===== config.mk =====
export PLATFORM = sky130hd
export DESIGN_NAME = alsu_param_flat
export DESIGN_NICKNAME = d
export VERILOG_FILES = /design/src/rtl/alsu_param_if.sv /design/src/rtl/alsu_param.sv /design/src/flat_wrapper.sv
export SDC_FILE = /design/constraint.sdc
export NUM_CORES = 1
export LEC_CHECK = 0
export CAP_MARGIN = 20
export CORE_ASPECT_RATIO = 1.5
export CORE_MARGIN = 8
export CORE_UTILIZATION = 53
export DETAILED_ROUTE_END_ITERATION = 8
export PLACE_DENSITY = 0.8
export SLEW_MARGIN = 20
export SYNTH_ARGS = -nofsm -noshare
export SYNTH_HDL_FRONTEND = slang
export SYNTH_SLANG_ARGS = --single-unit

===== constraint.sdc =====
create_clock -name clk -period 3.8 [get_ports clk]
set_input_delay 0.38 -clock clk [delete_from_list [all_inputs] [get_ports clk]]
set_output_delay 0.38 -clock clk [all_outputs]
set_load 0.01 [all_outputs]

===== src/rtl/alsu_param_if.sv =====
// alsu_param_if: handshake and data bundle for alsu_param.
//   in_valid/in_ready : operation offer / acceptance (accept = in_valid && in_ready)
//   A, B              : signed WIDTH-bit operands
//   opcode            : 0 OR, 1 XOR, 2 ADD, 3 MUL, 4 SHIFT, 5 ROTATE, 6/7 invalid
//   cin, serial_in, direction, red_op_A, red_op_B, bypass_A, bypass_B : control bits
//   shamt             : shift/rotate step count
//   out, out_valid    : signed 2*WIDTH-bit result and its one-cycle completion pulse
//   leds              : invalid-operation indicator
// Modport master drives the operation side; modport slave is the ALSU.
interface alsu_param_if #(
  parameter int WIDTH = 3,
  parameter int LED_W = 16
);
  localparam int OUT_W = 2 * WIDTH;
  localparam int SH_W  = $clog2(OUT_W);

  logic                    in_valid;
  logic                    in_ready;
  logic signed [WIDTH-1:0] A;
  logic signed [WIDTH-1:0] B;
  logic [2:0]              opcode;
  logic                    cin;
  logic                    serial_in;
  logic                    direction;
  logic                    red_op_A;
  logic                    red_op_B;
  logic                    bypass_A;
  logic                    bypass_B;
  logic [SH_W-1:0]         shamt;
  logic signed [OUT_W-1:0] out;
  logic                    out_valid;
  logic [LED_W-1:0]        leds;

  modport master (
    output in_valid, A, B, opcode, cin, serial_in, direction,
           red_op_A, red_op_B, bypass_A, bypass_B, shamt,
    input  in_ready, out, out_valid, leds
  );

  modport slave (
    input  in_valid, A, B, opcode, cin, serial_in, direction,
           red_op_A, red_op_B, bypass_A, bypass_B, shamt,
    output in_ready, out, out_valid, leds
  );
endinterface


===== src/rtl/alsu_param.sv =====
// alsu_param: parametrised, handshaked ALSU.
// Ports:
//   clk            : rising-edge clock
//   rst            : synchronous active-high reset
//   bus (slave)    : alsu_param_if carrying the handshake, operands, controls,
//                    result register, completion pulse and LED indicator
// Operations are captured on accept, then finish in EXEC (one edge), ITER
// (one shift/rotate step per edge, shamt edges) or, when the macro
// ALSU_PARAM_SERIAL_MULT_EN is defined, MUL (WIDTH-edge shift-add multiply).
// Without the macro the multiply is a single-cycle combinational product.
module alsu_param #(
  parameter int    WIDTH          = 3,
  parameter int    LED_W          = 16,
  parameter string INPUT_PRIORITY = "A",
  parameter string FULL_ADDER     = "ON"
) (
  input  logic       clk,
  input  logic       rst,
  alsu_param_if.slave bus
);
  localparam int OUT_W  = 2 * WIDTH;
  localparam int SH_W   = $clog2(OUT_W);
  localparam bit PRIO_A = (INPUT_PRIORITY == "A");
  localparam bit ADD_CI = (FULL_ADDER == "ON");

  typedef enum logic [1:0] {
    IDLE,
    EXEC,
    ITER
`ifdef ALSU_PARAM_SERIAL_MULT_EN
    ,
    MUL
`endif
  } state_t;

  state_t                  state_q;
  logic signed [WIDTH-1:0] a_q, b_q;
  logic [2:0]              op_q;
  logic                    cin_q, sin_q, dir_q;
  logic                    ra_q, rb_q, ba_q, bb_q;
  logic [SH_W-1:0]         cnt_q;
  logic signed [OUT_W-1:0] out_q;
  logic                    vld_q;
  logic [LED_W-1:0]        leds_q;

`ifdef ALSU_PARAM_SERIAL_MULT_EN
  logic signed [OUT_W-1:0] acc_q;
  logic signed [OUT_W-1:0] mcand_q;
  logic [WIDTH-1:0]        mplier_q;
  logic signed [OUT_W-1:0] mul_sum_d;
`endif

  logic signed [OUT_W-1:0] a_ext, b_ext;
  logic                    invalid;
  logic                    red_bit;
  logic signed [OUT_W-1:0] op_res_d;
  logic signed [OUT_W-1:0] step_d;
  logic signed [OUT_W-1:0] raw_d;
  logic signed [OUT_W-1:0] out_d;
  logic [LED_W-1:0]        leds_d;

  assign a_ext = {{WIDTH{a_q[WIDTH-1]}}, a_q};
  assign b_ext = {{WIDTH{b_q[WIDTH-1]}}, b_q};

  assign invalid = (op_q[2:1] == 2'b11) ||
                   ((ra_q || rb_q) && (op_q[2:1] != 2'b00));

  // Reductions act on the raw WIDTH-bit operand, not the sign-extended one.
  always_comb begin
    red_bit = 1'b0;
    if (ra_q && rb_q) begin
      if (PRIO_A) red_bit = op_q[0] ? ^a_q : |a_q;
      else        red_bit = op_q[0] ? ^b_q : |b_q;
    end else if (ra_q) begin
      red_bit = op_q[0] ? ^a_q : |a_q;
    end else begin
      red_bit = op_q[0] ? ^b_q : |b_q;
    end
  end

  always_comb begin
    op_res_d = out_q;
    unique case (op_q)
      3'd0: op_res_d = (ra_q || rb_q) ? OUT_W'(red_bit) : (a_ext | b_ext);
      3'd1: op_res_d = (ra_q || rb_q) ? OUT_W'(red_bit) : (a_ext ^ b_ext);
      3'd2: op_res_d = a_ext + b_ext + OUT_W'(ADD_CI & cin_q);
`ifdef ALSU_PARAM_SERIAL_MULT_EN
      3'd3: op_res_d = '0;
`else
      // Product of the sign-extended operands truncated to OUT_W is exact.
      3'd3: op_res_d = a_ext * b_ext;
`endif
      default: op_res_d = out_q;
    endcase
  end

  always_comb begin
    step_d = out_q;
    if (!op_q[0]) begin
      step_d = dir_q ? {out_q[OUT_W-2:0], sin_q} : {sin_q, out_q[OUT_W-1:1]};
    end else begin
      step_d = dir_q ? {out_q[OUT_W-2:0], out_q[OUT_W-1]}
                     : {out_q[0], out_q[OUT_W-1:1]};
    end
  end

`ifdef ALSU_PARAM_SERIAL_MULT_EN
  // Two's-complement multiplier: the MSB of B carries negative weight, so the
  // final step (counter at zero) subtracts the shifted multiplicand.
  always_comb begin
    mul_sum_d = acc_q;
    if (mplier_q[0]) begin
      mul_sum_d = (cnt_q == '0) ? (acc_q - mcand_q) : (acc_q + mcand_q);
    end
  end
`endif

  always_comb begin
    raw_d = op_res_d;
    if (state_q == ITER) raw_d = step_d;
`ifdef ALSU_PARAM_SERIAL_MULT_EN
    if (state_q == MUL) raw_d = mul_sum_d;
`endif
  end

  always_comb begin
    out_d = raw_d;
    if (ba_q && bb_q)  out_d = PRIO_A ? a_ext : b_ext;
    else if (ba_q)     out_d = a_ext;
    else if (bb_q)     out_d = b_ext;
    else if (invalid)  out_d = '0;
  end

  assign leds_d = invalid ? ~leds_q : '0;

  always_ff @(posedge clk) begin
    if (rst) begin
      state_q <= IDLE;
      a_q     <= '0;
      b_q     <= '0;
      op_q    <= '0;
      cin_q   <= 1'b0;
      sin_q   <= 1'b0;
      dir_q   <= 1'b0;
      ra_q    <= 1'b0;
      rb_q    <= 1'b0;
      ba_q    <= 1'b0;
      bb_q    <= 1'b0;
      cnt_q   <= '0;
      out_q   <= '0;
      vld_q   <= 1'b0;
      leds_q  <= '0;
`ifdef ALSU_PARAM_SERIAL_MULT_EN
      acc_q    <= '0;
      mcand_q  <= '0;
      mplier_q <= '0;
`endif
    end else begin
      vld_q <= 1'b0;
      unique case (state_q)
        IDLE: begin
          if (bus.in_valid) begin
            a_q   <= bus.A;
            b_q   <= bus.B;
            op_q  <= bus.opcode;
            cin_q <= bus.cin;
            sin_q <= bus.serial_in;
            dir_q <= bus.direction;
            ra_q  <= bus.red_op_A;
            rb_q  <= bus.red_op_B;
            ba_q  <= bus.bypass_A;
            bb_q  <= bus.bypass_B;
            cnt_q <= bus.shamt;
`ifdef ALSU_PARAM_SERIAL_MULT_EN
            acc_q    <= '0;
            mcand_q  <= {{WIDTH{bus.A[WIDTH-1]}}, bus.A};
            mplier_q <= bus.B;
`endif
            if ((bus.opcode[2:1] == 2'b10) && (bus.shamt != '0)) begin
              state_q <= ITER;
            end
`ifdef ALSU_PARAM_SERIAL_MULT_EN
            else if (bus.opcode == 3'd3) begin
              state_q <= MUL;
              cnt_q   <= SH_W'(WIDTH - 1);
            end
`endif
            else begin
              state_q <= EXEC;
            end
          end
        end
        EXEC: begin
          out_q   <= out_d;
          vld_q   <= 1'b1;
          leds_q  <= leds_d;
          state_q <= IDLE;
        end
        ITER: begin
          out_q <= out_d;
          cnt_q <= cnt_q - SH_W'(1);
          if (cnt_q == SH_W'(1)) begin
            vld_q   <= 1'b1;
            leds_q  <= leds_d;
            state_q <= IDLE;
          end
        end
`ifdef ALSU_PARAM_SERIAL_MULT_EN
        MUL: begin
          acc_q    <= mul_sum_d;
          mcand_q  <= mcand_q << 1;
          mplier_q <= mplier_q >> 1;
          cnt_q    <= cnt_q - SH_W'(1);
          if (cnt_q == '0) begin
            out_q   <= out_d;
            vld_q   <= 1'b1;
            leds_q  <= leds_d;
            state_q <= IDLE;
          end
        end
`endif
        default: state_q <= IDLE;
      endcase
    end
  end

  assign bus.in_ready  = (state_q == IDLE);
  assign bus.out       = out_q;
  assign bus.out_valid = vld_q;
  assign bus.leds      = leds_q;
endmodule

===== src/flat_wrapper.sv =====
// flat-port wrapper written by rule: the top's interface ports become plain ports
module alsu_param_flat 
#(
  parameter int    WIDTH          = 3,
  parameter int    LED_W          = 16,
  parameter string INPUT_PRIORITY = " ",
  parameter string FULL_ADDER     = "  "
)
  (clk, rst, bus_in_valid, bus_A, bus_B, bus_opcode, bus_cin, bus_serial_in, bus_direction, bus_red_op_A, bus_red_op_B, bus_bypass_A, bus_bypass_B, bus_shamt, bus_in_ready, bus_out, bus_out_valid, bus_leds);
  alsu_param_if #(.WIDTH(WIDTH), .LED_W(LED_W)) bus_i ();
  input  logic clk;
  input  logic rst;
  input wire logic [$bits(bus_i.in_valid)-1:0] bus_in_valid;
  input wire logic [$bits(bus_i.A)-1:0] bus_A;
  input wire logic [$bits(bus_i.B)-1:0] bus_B;
  input wire logic [$bits(bus_i.opcode)-1:0] bus_opcode;
  input wire logic [$bits(bus_i.cin)-1:0] bus_cin;
  input wire logic [$bits(bus_i.serial_in)-1:0] bus_serial_in;
  input wire logic [$bits(bus_i.direction)-1:0] bus_direction;
  input wire logic [$bits(bus_i.red_op_A)-1:0] bus_red_op_A;
  input wire logic [$bits(bus_i.red_op_B)-1:0] bus_red_op_B;
  input wire logic [$bits(bus_i.bypass_A)-1:0] bus_bypass_A;
  input wire logic [$bits(bus_i.bypass_B)-1:0] bus_bypass_B;
  input wire logic [$bits(bus_i.shamt)-1:0] bus_shamt;
  output wire logic [$bits(bus_i.in_ready)-1:0] bus_in_ready;
  output wire logic [$bits(bus_i.out)-1:0] bus_out;
  output wire logic [$bits(bus_i.out_valid)-1:0] bus_out_valid;
  output wire logic [$bits(bus_i.leds)-1:0] bus_leds;
  assign bus_i.in_valid = bus_in_valid;
  assign bus_i.A = bus_A;
  assign bus_i.B = bus_B;
  assign bus_i.opcode = bus_opcode;
  assign bus_i.cin = bus_cin;
  assign bus_i.serial_in = bus_serial_in;
  assign bus_i.direction = bus_direction;
  assign bus_i.red_op_A = bus_red_op_A;
  assign bus_i.red_op_B = bus_red_op_B;
  assign bus_i.bypass_A = bus_bypass_A;
  assign bus_i.bypass_B = bus_bypass_B;
  assign bus_i.shamt = bus_shamt;
  assign bus_in_ready = bus_i.in_ready;
  assign bus_out = bus_i.out;
  assign bus_out_valid = bus_i.out_valid;
  assign bus_leds = bus_i.leds;
  alsu_param #(.WIDTH(WIDTH), .LED_W(LED_W), .INPUT_PRIORITY(INPUT_PRIORITY), .FULL_ADDER(FULL_ADDER)) u_core (.clk(clk), .rst(rst), .bus(bus_i));
endmodule

==> metrics <==
Fill cells 459; finished layout cell area 3193 sq um; Layout Nets 407; worst-margin pin slew 0.7817 ns; Setup Skew 0.004968 ns; # resized after CTS 0; register area 860.8 sq um; commonest non-fill, non-tap cells in the layout nand2_1 (50), clkdlybuf4s50_1 (44), dfxtp_1 (43); Die Span Y 102.6 microns; Post-Syn Nets 374; Clock Tree Buf Depth 2; drt first pass iters 4; Post-CTS Hold Fix Bufs 0; Routed Antenna Nets 0; crit path DAT 3.36 ns; Max Cap Viol 0; postcts setup bufs 0; syn avg cell area 8.087 sq um; share of post-route cells with drive strength above 1 4.972%; top_reg_cell synth dfxtp_1; Routed Wire Length 6597 microns; Min Hold Slack 0.4585 ns; final setup fails 0; critical path data required time 4.00 ns; total CTS buffers 5; HP Class reg -> reg; Ys Warns 0; top cells by area, synth dfxtp_1 (32%), ha_1 (9.0%), mux2i_1 (7.9%); root buffer cell clkbuf_8; fin util 66.39%; crit path cell chain nand2_1, fa_1, inv_1, ha_1, ha_1, fa_1, xnor2_1, xor2_1, a311oi_1, nor4_1; Worst Path Class, Setup reg -> reg; pwr/cell area 337.6 nW/um^2; initial antenna violation count 0; CP Max Fanout 10; top-area cell type share of the netlist area 32.45%; Routed wire per std cell 15.41 microns; Post-synth EDFFs 0; Clk Latency, worst-skew pair 0.30 ns; #FFs+latches synth 43; Worst VDD drop 0.0003050 V; CTS tree done; Reg2Reg Setup Slack 0.65 ns; library cells used by synthesis 54; drt first-iter violations 78; final hold vios 0; Placer Congestion 0.9492; Top delay family on crit path adder cells; first-pass GRT wire length 11320 microns; Post-Syn Area 2653 sq um; Post-DP HPWL 5030 microns; Pins Over Slew Limit 0; I/O pins 46; Clock Sinks 43; Multi-input gate area 1605 sq um; via count 2364; IO Port Bufs 44; H-tree level count 2; Setup crit end kind flop; FF-to-FF End u_core.bus.out[5]; Placement Cell Area 3098 sq um; Crit. path cell count 10; leak pwr 1.247 nW; RSZ-0062 raised after global routing false; Mapped Cells 328; status finished, final reports clean; minimum clock period after layout 3.154 ns; Setup crit start kind flop; fraction of registers with async set/reset 0%; Fmax achieved 317.0 MHz; Rows 31; largest net degree at the start of global routing 24; post-synth top area cell dfxtp_1; Buf/Inv on CP 1; commonest non-fill, non-tap cell in the layout nand2_1; slowest cell on the critical path fa_1; worst-case reg-to-reg path depth 10; crit path from u_core.a_q[2]; chip width 73.76 microns; hold depth 2; vias in the first global route 2429; Area Growth Syn to Fin 20.38%; RR Startpoint u_core.a_q[2]; die area 7571 sq um; Slew headroom 47.73%; Tcrit/Tclk final 83.01%; Std-Cell Core Area 4810 sq um; Setup crit end u_core.bus.out[5]; clock-pin slew on the worst setup and hold paths 0.09 ns; gr usage total 18.93%; total gr overflow 0; ANT cells 0; Seq/Total Area, Yosys 32.45%; setup tns final 0 ns; Starting Density 55.15%; drt via density 5.523; DRC Markers 0; Max stage delay on crit path 0.57 ns
[through the flow]
step	std cells	power, mW	worst slack [ns]
CTS	428	1.088	0.6316
finish	428	1.078	0.6458
floorplan	328	0.6875	0.9195
global route	428	1.141	0.4214
global placement	420	0.7738	0.7807
detailed placement	420	0.7807	0.6807
[report_power, final]
part	switching, mW	total [mW]	internal [mW]
clock	0.171	0.306	0.135
sequential	0.0411	0.518	0.477
combinational	0.133	0.254	0.121
[sequential cells by signal, summed over array words and instances, names as in the netlist, 2 cells and up]
name             cells
u_core.a_q           3
u_core.b_q           3
u_core.bus.leds     16
u_core.bus.out       6
u_core.cnt_q         3
u_core.op_q          3
u_core.state_q       2
[routing by layer]
metal	routed length, microns	vias up	track usage, %
met3	409	18	5.550
li1	-	1191	-
met1	2610	1095	19.67
met2	3398	60	33.49
met4	178	0	9.274
met5	0	-	0
[synth_stat cells (3+ instances only)]
cell / number
and3_1: 3
a311oi_1: 5
mux2_2: 3
fa_1: 5
ha_1: 19
o21ai_1: 5
inv_1: 25
mux2i_1: 21
buf_2: 5
a21oi_1: 22
nand3_1: 4
clkbuf_1: 12
o21ai_0: 10
dfxtp_1: 43
nand2_1: 50
nor2b_1: 4
nor2_1: 40
a31oi_1: 3
a22oi_1: 4
nand3b_1: 3
[worst min-delay path: stages, from the launching register on]
cell     delay (ns)
dfxtp_1        0.31
nand2_1        0.05
a21oi_1        0.05
[worst min path at each step]
stage	start	end	slack, ns
after global placement	u_core.sin_q	u_core.sin_q	0.44
after floorplan	u_core.sin_q	u_core.sin_q	0.43
after global routing	u_core.sin_q	u_core.sin_q	0.49
after CTS	u_core.sin_q	u_core.sin_q	0.46
after detailed placement	u_core.sin_q	u_core.sin_q	0.45
final	u_core.sin_q	u_core.sin_q	0.46
[cell type report]
cell class,instances,area share (%)
Timing Repair Buffer,46,14.26
Tap cell,66,2.586
Inverter,25,2.939
Multi-Input combinational cell,240,50.27
Clock buffer,5,2.155
Sequential cell,43,26.96
Clock inverter,3,0.8229
[cells by family (layout without fill, tap and decap cells)]
group / Yosys count / after routing / synth area share (%)
mux: 24 / 24 / 9.198
fa+ha+maj: 24 / 24 / 12.74
buf+inv: 45 / 79 / 7.028
xor+xnor: 4 / 4 / 1.321
compound gates: 72 / 72 / 18.21
flops: 43 / 43 / 32.45
simple gates: 116 / 116 / 19.06
Note: power is estimated with default switching activity, not from simulation.
